$ cat config.mk
export PLATFORM = sky130hd
export DESIGN_NAME = carbonio_uart_tx_arb
export DESIGN_NICKNAME = d
export VERILOG_FILES = /design/src/rtl/carbonio_uart_arb_pkg.sv /design/src/rtl/carbonio_rr_pick.sv /design/src/rtl/carbonio_uart_tx_arb.sv
export SDC_FILE = /design/constraint.sdc
export NUM_CORES = 1
export LEC_CHECK = 0
export CAP_MARGIN = 20
export CORE_ASPECT_RATIO = 0.5
export CORE_MARGIN = 10
export CORE_UTILIZATION = 42
export CTS_CLUSTER_DIAMETER = 200
export DETAILED_ROUTE_END_ITERATION = 10
export PLACE_DENSITY = 0.89
export SLEW_MARGIN = 20
export SYNTH_ARGS = -nofsm -noshare
export SYNTH_HDL_FRONTEND = slang
export SYNTH_SLANG_ARGS = --single-unit
$ cat constraint.sdc
create_clock -name clk -period 2.1 [get_ports clk]
set_input_delay 0.42 -clock clk [delete_from_list [all_inputs] [get_ports clk]]
set_output_delay 0.42 -clock clk [all_outputs]
set_load 0.01 [all_outputs]
$ cat src/rtl/carbonio_uart_arb_pkg.sv
`default_nettype none
// ============================================================================
// Module   : carbonio_uart_arb_pkg
// Brief    : Shared types and helpers for the CarbonIO UART TX arbiter.
// Revision : 1.0 - initial release
// ============================================================================
package carbonio_uart_arb_pkg;

    typedef enum logic [0:0] {
        ARB_IDLE  = 1'b0,
        ARB_GRANT = 1'b1
    } arb_state_e;

    localparam int BYTE_W      = 8;
    localparam int BURST_CNT_W = 8;

    // A single requester still needs a one-bit index so the port never collapses.
    function automatic int idx_width(input int n);
        return (n <= 2) ? 1 : $clog2(n);
    endfunction

endpackage : carbonio_uart_arb_pkg
`default_nettype wire

$ cat src/rtl/carbonio_rr_pick.sv
`default_nettype none
// ============================================================================
// Module   : carbonio_rr_pick
// Brief    : Combinational rotate-priority picker; first set request at or
//            after i_start, wrapping modulo N_REQ.
// Revision : 1.0 - initial release
// ============================================================================
module carbonio_rr_pick #(
    parameter int N_REQ = 4,
    parameter int IDX_W = 2
) (
    input  logic [N_REQ-1:0] i_req,
    input  logic [IDX_W-1:0] i_start,
    output logic             o_found,
    output logic [IDX_W-1:0] o_idx
);

    always_comb begin
        o_found = 1'b0;
        o_idx   = '0;
        for (int k = 0; k < N_REQ; k++) begin
            if (!o_found && i_req[(int'(i_start) + k) % N_REQ]) begin
                o_found = 1'b1;
                o_idx   = IDX_W'((int'(i_start) + k) % N_REQ);
            end
        end
    end

endmodule : carbonio_rr_pick
`default_nettype wire

$ cat src/rtl/carbonio_uart_tx_arb.sv
`default_nettype none
// ============================================================================
// Module   : carbonio_uart_tx_arb
// Brief    : Round-robin burst arbiter feeding the CarbonIO UART TX FIFO push
//            port with credit-based flow control from tx_count.
// Revision : 1.0 - initial release
// ============================================================================
module carbonio_uart_tx_arb
    import carbonio_uart_arb_pkg::*;
#(
    parameter  int N_REQ     = 4,
    parameter  int BURST_MAX = 8,
    parameter  int TX_DEPTH  = 64,
    localparam int IDX_W     = idx_width(N_REQ),
    localparam int TC_W      = $clog2(TX_DEPTH + 1)
) (
    input  logic                      clk,
    input  logic                      rst_n,
    input  logic                      enable,
    input  logic [TC_W-1:0]           tx_count,
    input  logic [N_REQ-1:0]          req_valid,
    input  logic [N_REQ*BYTE_W-1:0]   req_data,
    input  logic [N_REQ-1:0]          req_last,
    output logic [N_REQ-1:0]          req_ready,
    output logic                      tx_push,
    output logic [BYTE_W-1:0]         tx_data,
    output logic [IDX_W-1:0]          grant_id,
    output logic                      busy
);

    arb_state_e              r_state;
    arb_state_e              w_state_nxt;
    logic [IDX_W-1:0]        r_rr_ptr;
    logic [IDX_W-1:0]        w_rr_nxt;
    logic [IDX_W-1:0]        r_grant_id;
    logic [IDX_W-1:0]        w_gid_nxt;
    logic [BURST_CNT_W-1:0]  r_burst_cnt;
    logic [BURST_CNT_W-1:0]  w_cnt_nxt;
    logic                    r_tx_push;
    logic                    w_push_nxt;
    logic [BYTE_W-1:0]       r_tx_data;
    logic [BYTE_W-1:0]       w_data_nxt;

    logic [BYTE_W-1:0]       w_bytes [N_REQ];
    logic                    w_found;
    logic [IDX_W-1:0]        w_pick_idx;
    logic [TC_W:0]           w_credit_sum;
    logic                    w_space_ok;
    logic                    w_sel_valid;
    logic                    w_sel_last;
    logic                    w_accept;
    logic                    w_burst_end;
    logic [IDX_W-1:0]        w_gid_inc;

    for (genvar gi = 0; gi < N_REQ; gi++) begin : g_unpack
        assign w_bytes[gi] = req_data[gi*BYTE_W +: BYTE_W];
    end

    carbonio_rr_pick #(
        .N_REQ (N_REQ),
        .IDX_W (IDX_W)
    ) u_pick (
        .i_req   (req_valid),
        .i_start (r_rr_ptr),
        .o_found (w_found),
        .o_idx   (w_pick_idx)
    );

    // tx_count lags our own registered push by a cycle, so count it as used.
    assign w_credit_sum = {1'b0, tx_count} + {{TC_W{1'b0}}, r_tx_push};
    assign w_space_ok   = w_credit_sum < (TC_W+1)'(TX_DEPTH);

    assign w_sel_valid  = req_valid[r_grant_id];
    assign w_sel_last   = req_last[r_grant_id];
    assign w_accept     = (r_state == ARB_GRANT) && enable && w_space_ok && w_sel_valid;
    assign w_burst_end  = w_sel_last || (r_burst_cnt == BURST_CNT_W'(BURST_MAX - 1));
    assign w_gid_inc    = (r_grant_id == IDX_W'(N_REQ - 1)) ? '0 : r_grant_id + 1'b1;

    always_comb begin
        w_state_nxt = r_state;
        w_rr_nxt    = r_rr_ptr;
        w_gid_nxt   = r_grant_id;
        w_cnt_nxt   = r_burst_cnt;
        w_push_nxt  = 1'b0;
        w_data_nxt  = r_tx_data;
        req_ready   = '0;
        case (r_state)
            ARB_IDLE: begin
                if (enable && w_found) begin
                    w_state_nxt = ARB_GRANT;
                    w_gid_nxt   = w_pick_idx;
                    w_cnt_nxt   = '0;
                end
            end
            ARB_GRANT: begin
                if (!enable) begin
                    w_state_nxt = ARB_IDLE;
                end else begin
                    req_ready[r_grant_id] = w_space_ok;
                    if (w_accept) begin
                        w_push_nxt = 1'b1;
                        w_data_nxt = w_bytes[r_grant_id];
                        w_cnt_nxt  = r_burst_cnt + 1'b1;
                        if (w_burst_end) begin
                            w_state_nxt = ARB_IDLE;
                            w_rr_nxt    = w_gid_inc;
                        end
                    end
                end
            end
            default: w_state_nxt = ARB_IDLE;
        endcase
    end

    always_ff @(posedge clk or negedge rst_n) begin
        if (!rst_n) begin
            r_state     <= ARB_IDLE;
            r_rr_ptr    <= '0;
            r_grant_id  <= '0;
            r_burst_cnt <= '0;
            r_tx_push   <= 1'b0;
            r_tx_data   <= '0;
        end else begin
            r_state     <= w_state_nxt;
            r_rr_ptr    <= w_rr_nxt;
            r_grant_id  <= w_gid_nxt;
            r_burst_cnt <= w_cnt_nxt;
            r_tx_push   <= w_push_nxt;
            r_tx_data   <= w_data_nxt;
        end
    end

    assign tx_push  = r_tx_push;
    assign tx_data  = r_tx_data;
    assign grant_id = r_grant_id;
    assign busy     = (r_state == ARB_GRANT);

endmodule : carbonio_uart_tx_arb
`default_nettype wire

==> results of run 1 <==
## synth_stat cells (all sizes together)
master,instances
a21oi,3
a22oi,1
and2,4
and3,4
and3b,1
buf,4
clkbuf,2
dfrtp,22
ha,5
inv,6
mux2,9
mux2i,1
mux4,10
nand2,7
nand2b,1
nand3,14
nand3b,2
nand4,2
nand4bb,2
nor2,2
nor3,1
nor4bb,1
o211ai,4
o21a,1
o21ai,6
o221ai,2
o2bb2ai,1
o311ai,2
o41ai,1
or3b,1
or4,1
## worst max-delay path, stage by stage
cell	delay, ps
clkdlybuf4s50_1	480
nand3_1	120
o21a_1	210
buf_4	140
and2_1	150
buf_2	140
## worst max-delay path by stage
stage / from / end / slack, ps / depth (start not counted)
floorplan: grant_id[0]$_DFFE_PN0P_ / tx_data[1]$_DFFE_PN0P_ / 280 / 4
CTS: tx_count[1] / req_ready[1] / 50 / 6
global route: tx_count[6] / req_ready[2] / 20 / 6
detailed placement: enable / req_ready[1] / -310 / 5
global placement: enable / req_ready[3] / -260 / 5
finish: tx_count[4] / req_ready[3] / 30 / 6
## power breakdown
group / total, mW / internal, mW / switching, mW
Clock: 0.314 / 0.167 / 0.146
Combinational: 1.05 / 0.649 / 0.405
Sequential: 0.764 / 0.586 / 0.179
Total: 2.13 / 1.40 / 0.730
## flip-flops by register name, indices dropped and copies added (netlist names)
| register | flops |
|---|---|
| busy | 1 |
| r_burst_cnt | 8 |
| r_rr_ptr | 2 |
| tx_push | 1 |
| tx_data | 8 |
| grant_id | 2 |
## through the flow
stage | total power, mW | utilization [%] | hold WS, ps | cell area, um^2 | cells
floorplan | 1.31 | - | 124 | 1460 | 123
global placement | 1.75 | 67.3 | 475 | 2290 | 249
detailed placement | 1.83 | 67.3 | 493 | 2290 | 249
CTS | 2.14 | 69.0 | 512 | 2340 | 256
global route | 2.25 | 69.5 | 530 | 2360 | 256
finish | 2.13 | 69.5 | 512 | 2360 | 256
## cell families (layout without fill, tap and decap cells)
kind of cell	after synthesis	in the layout	share of synthesized area [%]
multiplexers	20	20	25.3
adder cells (fa/ha/maj)	5	5	4.28
flip-flops	22	22	37.6
buffers and inverters	12	94	4.02
AND/OR/NAND/NOR	43	43	17.3
AO/OA/AOI/OAI	21	21	11.5
## area by class of cell
cell class,count,area (um^2)
multi-input combinational,89,856
clock buffer,4,55.1
timing repair buffer,84,811
fill,242,1040
inverter,6,22.5
tap,51,63.8
sequential,22,552
## what timing repair did
item                       4_1_cts  5_1_grt
setup endpoints to repair        5        4
cloned                           0        0
pin swaps                        2        2
gates resized for setup         18        5
setup buffers                    3        0
## metal layers
metal,share of wire [%],vias to the layer above,global-route usage (%)
met5,0,-,0
met2,59,37,30.7
met1,36,700,17.1
met4,2.0,0,4.72
li1,-,645,-
met3,2.6,8,2.65
==> metrics.md, run 1 <==
| Metric | Value |
|---|---|
| First-pass GRT wire length | 7580 um |
| Synth Instances | between 100 and 150 |
| Chip height | around 60 um |
| Netlist cell types | 41 |
| Post-route ant nets | 0 |
| Least-Margin Pin Slew | 351 ps |
| Vias per cell | between 5 and 6 |
| Headroom to the max-slew limit | between 70% and 80% |
| Area Overhead vs Synth | 61.3% |
| WS Path Type | in -> out |
| Die footprint | 0.00639 mm^2 |
| Vias in the first global route | 1446 |
| Seq/Total Area, Yosys | a little under two fifths |
| CTS root buffer | clkbuf_8 |
| CTS Hold Bufs | 0 |
| Dominant cell type by area after synthesis | dfrtp_1 |
| Hold endpoint | tx_data[2]$_DFFE_PN0P_ |
| GR Util All Layers | between 10% and 20% |
| HPWL Detailed | around 4000 um |
| Yosys warning count | 0 |
| Hold Crit Depth | 1 |
| Largest net degree at the start of global routing | 23 |
| Reg2Reg Setup Slack | ~190 ps |
| Max FO, Critical Path | 3 |
| Antenna cells | 0 |
| Clk slew on worst S/H paths | about 90 ps |
| Mapped Area | around 0.0015 mm^2 |
| Initial Util | roughly 43% |
| CTS tree | yes |
| Worst Path Required | ~1700 ps |
| CP endpoint kind | primary output |
| TritonCTS Buffers | 3 |
| Final setup fails | 0 |
| DRC viols | 0 |
| Detailed-route via count | 1390 |
| Nets | approximately 260 |
| Syn Nets | around 180 |
| Share of cells above drive strength 1 | roughly 25% |
| Most common cell after layout, fill and taps aside | clkdlybuf4s50_1 |
| Hold Path Class | reg -> reg |
| H-Tree Depth | 1 |
| Reg2Reg Depth | 5 |
| Commonest cells after routing, fill and taps aside | clkdlybuf4s50_1, dfrtp_1, buf_4 |
| Final min period | between 2000 and 2500 ps |
| CP Launch Type | input pin |
| RSZ-0062 raised after global routing | no |
| Setup TNS | 0 ps |
| Final hold vios | 0 |
| Yosys top cell area share | a little under two fifths |
| I/O Pins | between 60 and 70 |
| Fin crit share | a little over nine tenths |
| GRT overflow | 0 |
| Clock sinks | 22 |
| Outcome | complete, no violations |
| Pre-antenna DRT Iters | 4 |
| Die width | 103 um |
| Placer congestion estimate | between 0.7 and 0.8 |
| FP Rows | 15 |
| Worst r2r src | grant_id[0]$_DFFE_PN0P_ |
| Post-Syn Area per Cell | ~12 um^2 |
| Max VDD drop | 0.559 mV |
| Clk_lat worst skew | 270 ps |
| Initial antenna violation count | 0 |
| Leakage | around 1.1 nW |
| Leading post-synthesis cells by cell area | dfrtp_1, mux4_2, mux2_4 |
| Setup slack at placement | -305 ps |
| Fmax | slightly below 500 MHz |
| Slew Viols, Final | 0 |
| Power density over the cells | 904 mW/mm^2 |
| WP data arrival | approximately 1700 ps |
| Clk buf depth | 2 |
| PnR worst setup slack | about 32 ps |
| Flops & latches, synth | 22 |
| Iter 0 DRT Violations | 57 |
| WL final | around 5100 um |
| Core Region | 0.00340 mm^2 |
| Hold_sp | tx_data[2]$_DFFE_PN0P_ |
| Avg WL per Cell | slightly below 20 um |
| IO Port Bufs | 65 |
| Max-Cap Viols | 0 |
| R2R Path End | r_rr_ptr[1]$_DFFE_PN0P_ |
| Clock skew | about 5.5 ps |
Note: power is estimated with default switching activity, not from simulation.
==> run 2: changes to the inputs <==
Settings changed: ABC_AREA set to 1, CORE_UTILIZATION 42 to 45, GPL_TIMING_DRIVEN set to 1.
==> run 2 against run 1 <==
Effect of this change:
- register-to-register slack better by 40 ps
- clock power decreased by 5%
- maximum frequency rose by 2.4%
- die area is 9.4% higher
- hold slack got worse by 23 ps
- sequential power is 6.9% lower
- total power grew 29%
- first-iteration DRC count rose to 2.5 times the previous value
- clock skew decreased by 5.1 ps
- global-route usage rose by 0.85 points
- synthesized cell count up 120%
- final area increased by 8.3%
- critical endpoint is now grant_id[0]
- largest cell class unchanged
- highest routed layer unchanged
==> metrics.md, run 2 <==
| Metric | Value |
|---|---|
| Hold_ws | 489 ps |
| Prevailing post-synth register cell | dfrtp_1 |
| Synth top cells by count | nand2_1, nor2_1, dfrtp_1, o21ai_0, inv_1 |
| GRT overflow | 0 |
| Yosys top cell area share | roughly 31% |
| Post-route ant nets | 0 |
| Headroom to the max-slew limit | around three quarters |
| WP data arrival | around 1600 ps |
| Final min period | approximately 2000 ps |
| CP cell instances | buf_4, clkdlybuf4s50_1 |
| First-pass GRT wire length | between 9000 and 10000 um |
| IO Port Bufs | 65 |
| Hold_sp | tx_data[5]$_DFFE_PN0P_ |
| Pre-antenna DRT Iters | 5 |
| Placer congestion estimate | between 0.9 and 1 |
| Syn Nets | between 300 and 400 |
| Worst r2r src | grant_id[0]$_DFFE_PN0P_ |
| HPWL Detailed | 4580 um |
| Least-Margin Pin Slew | approximately 350 ps |
| FP Rows | 15 |
| Power density over the cells | ~1100 mW/mm^2 |
| WL final | ~5800 um |
| Initial Util | between 40% and 50% |
| Clk slew on worst S/H paths | 70 ps |
| Count leader, synth | nand2_1 |
| Slew Viols, Final | 0 |
| H-Tree Depth | 1 |
| Core Util, Final | slightly above 70% |
| Iter 0 DRT Violations | between 100 and 150 |
| CP endpoint kind | primary output |
| CTS root buffer | clkbuf_8 |
| Critical path's slowest cell | clkdlybuf4s50_1 |
| Final hold vios | 0 |
| Area Overhead vs Synth | 44.5% |
| Chip height | ~64 um |
| Outcome | complete, no violations |
| Clock sinks | 22 |
| I/O Pins | 66 |
| Hold Path Class | reg -> reg |
| Clk buf depth | 2 |
| Number of enable flip-flop cells after synthesis | 0 |
| Max FO, Critical Path | 19 |
| Vias per cell | between 5 and 6 |
| Largest net degree at the start of global routing | 23 |
| Share of cells above drive strength 1 | about 14% |
| Final setup fails | 0 |
| Post-Syn Area per Cell | 6.65 um^2 |
| Mapped Area | 0.00177 mm^2 |
| GR Util All Layers | 16.5% |
| WS Path Type | reg -> out |
| Max VDD drop | between 0.5 and 0.6 mV |
| Fin crit share | 96.2% |
| Initial antenna violation count | 0 |
| Die footprint | around 0.0070 mm^2 |
| Dominant cell type by area after synthesis | dfrtp_1 |
| Clock skew | about 0.39 ps |
| Clk_lat worst skew | roughly 260 ps |
| Yosys warning count | 0 |
| CP Launch Type | flip-flop |
| Placed Area | between 0.002 and 0.003 mm^2 |
| Most common cell after layout, fill and taps aside | nand2_1 |
| Antenna cells | 0 |
| Netlist cell types | 27 |
| Fmax | 495 MHz |
| Seq/Total Area, Yosys | 31.1% |
| Core Region | 0.00360 mm^2 |
| Commonest cells after routing, fill and taps aside | nand2_1, clkdlybuf4s50_1, nor2_1 |
| Avg WL per Cell | 15.0 um |
| Worst Setup SP | grant_id[0]$_DFFE_PN0P_ |
| DRC viols | 0 |
| Leading post-synthesis cells by cell area | dfrtp_1, nand2_1, nor2_1 |
| Critical path's largest stage delay | ~590 ps |
| Die width | roughly 110 um |
| Flops & latches, synth | 22 |
| CTS tree | yes |
| Synth Instances | 266 |
| Fin area | between 0.002 and 0.003 mm^2 |
| RSZ-0062 raised after global routing | no |
| Nets | 394 |
| Vias in the first global route | approximately 2000 |
| Detailed-route via count | between 2000 and 2500 |
| TritonCTS Buffers | 3 |
| Max-Cap Viols | 0 |
| Worst Path Required | about 1700 ps |
| Async set-reset flop share out of synthesis | 100% |
| Leakage | 1.25 nW |
## run 2: cell types whose count changed after synthesis, moves of 7 or more
cell,previous run,this run
nand2_2,0,7
inv_1,4,19
o21ai_0,2,22
nand2_1,7,88
nand3_2,0,8
nor2_1,1,35
o22ai_1,0,8
mux2_4,7,0
mux4_2,8,0
## run 2: cell families after synthesis
family / after synthesis / share of synthesized area [%]
buf+inv: 33 / 9.34
flops: 22 / 31.1
compound gates: 41 / 12.5
fa+ha+maj: 5 / 3.54
simple gates: 165 / 43.5
## run 2: worst paths after layout
check                                     endpoint  slack [ps]  cells past startpoint
max reg2reg                r_rr_ptr[0]$_DFFE_PN0P_         230                      9
max                                    grant_id[0]          80                      2
min                         tx_data[5]$_DFFE_PN0P_         490                      2
max in group asynchronous   tx_data[7]$_DFFE_PN0P_        1380                      2
min in group asynchronous  r_rr_ptr[0]$_DFFE_PN0P_         500                      2
min reg2reg                 tx_data[5]$_DFFE_PN0P_         490                      2
## run 2: layout make-up
type	count	area, um^2
multi-input combinational	211	1050
sequential	22	551
inverter	22	82.6
clock buffer	4	55.1
fill	295	1050
tap	51	63.8
timing repair buffer	79	751
## run 2: timing repair
item | CTS | global route
hold buffers | 0 | 0
gates resized for setup | 17 | 1
buffers inserted | 1 | 1
setup endpoints to repair | 4 | 4
## run 2: where the power goes
part           switching, mW  total, mW  internal (mW)
Combinational           1.00       1.73          0.733
Clock                  0.131      0.298          0.167
Sequential             0.152      0.711          0.559
Total                   1.28       2.74           1.46
## run 2: per-layer routing
layer  up-vias  global-route usage [%]  routed length [um]  part of all wire [%]
met5         -                       0                   0                     0
met4         0                    4.08                  62                   1.1
met3         8                    3.60                 426                   7.3
met2        74                    30.7                3060                    53
met1       998                    18.6                2280                    39
li1        994                       -                   -                     -
## run 2: through the flow
| stage | std cells | power, mW | TNS (ps) | worst slack, ps |
|---|---|---|---|---|
| after floorplan | 266 | 1.83 | 0 | 393 |
| after global placement | 383 | 2.33 | -1820 | -456 |
| after detailed placement | 383 | 2.41 | -1880 | -475 |
| after CTS | 388 | 2.74 | 0 | 34.3 |
| after global routing | 389 | 2.97 | 0 | 0.303 |
| final | 389 | 2.74 | 0 | 80.8 |
## run 2: worst max-delay path, delay by kind of cell (launching register included)
| family | cells | cell delay, ps |
|---|---|---|
| buffers and inverters | 2 | 860 |
| DFF | 1 | 480 |
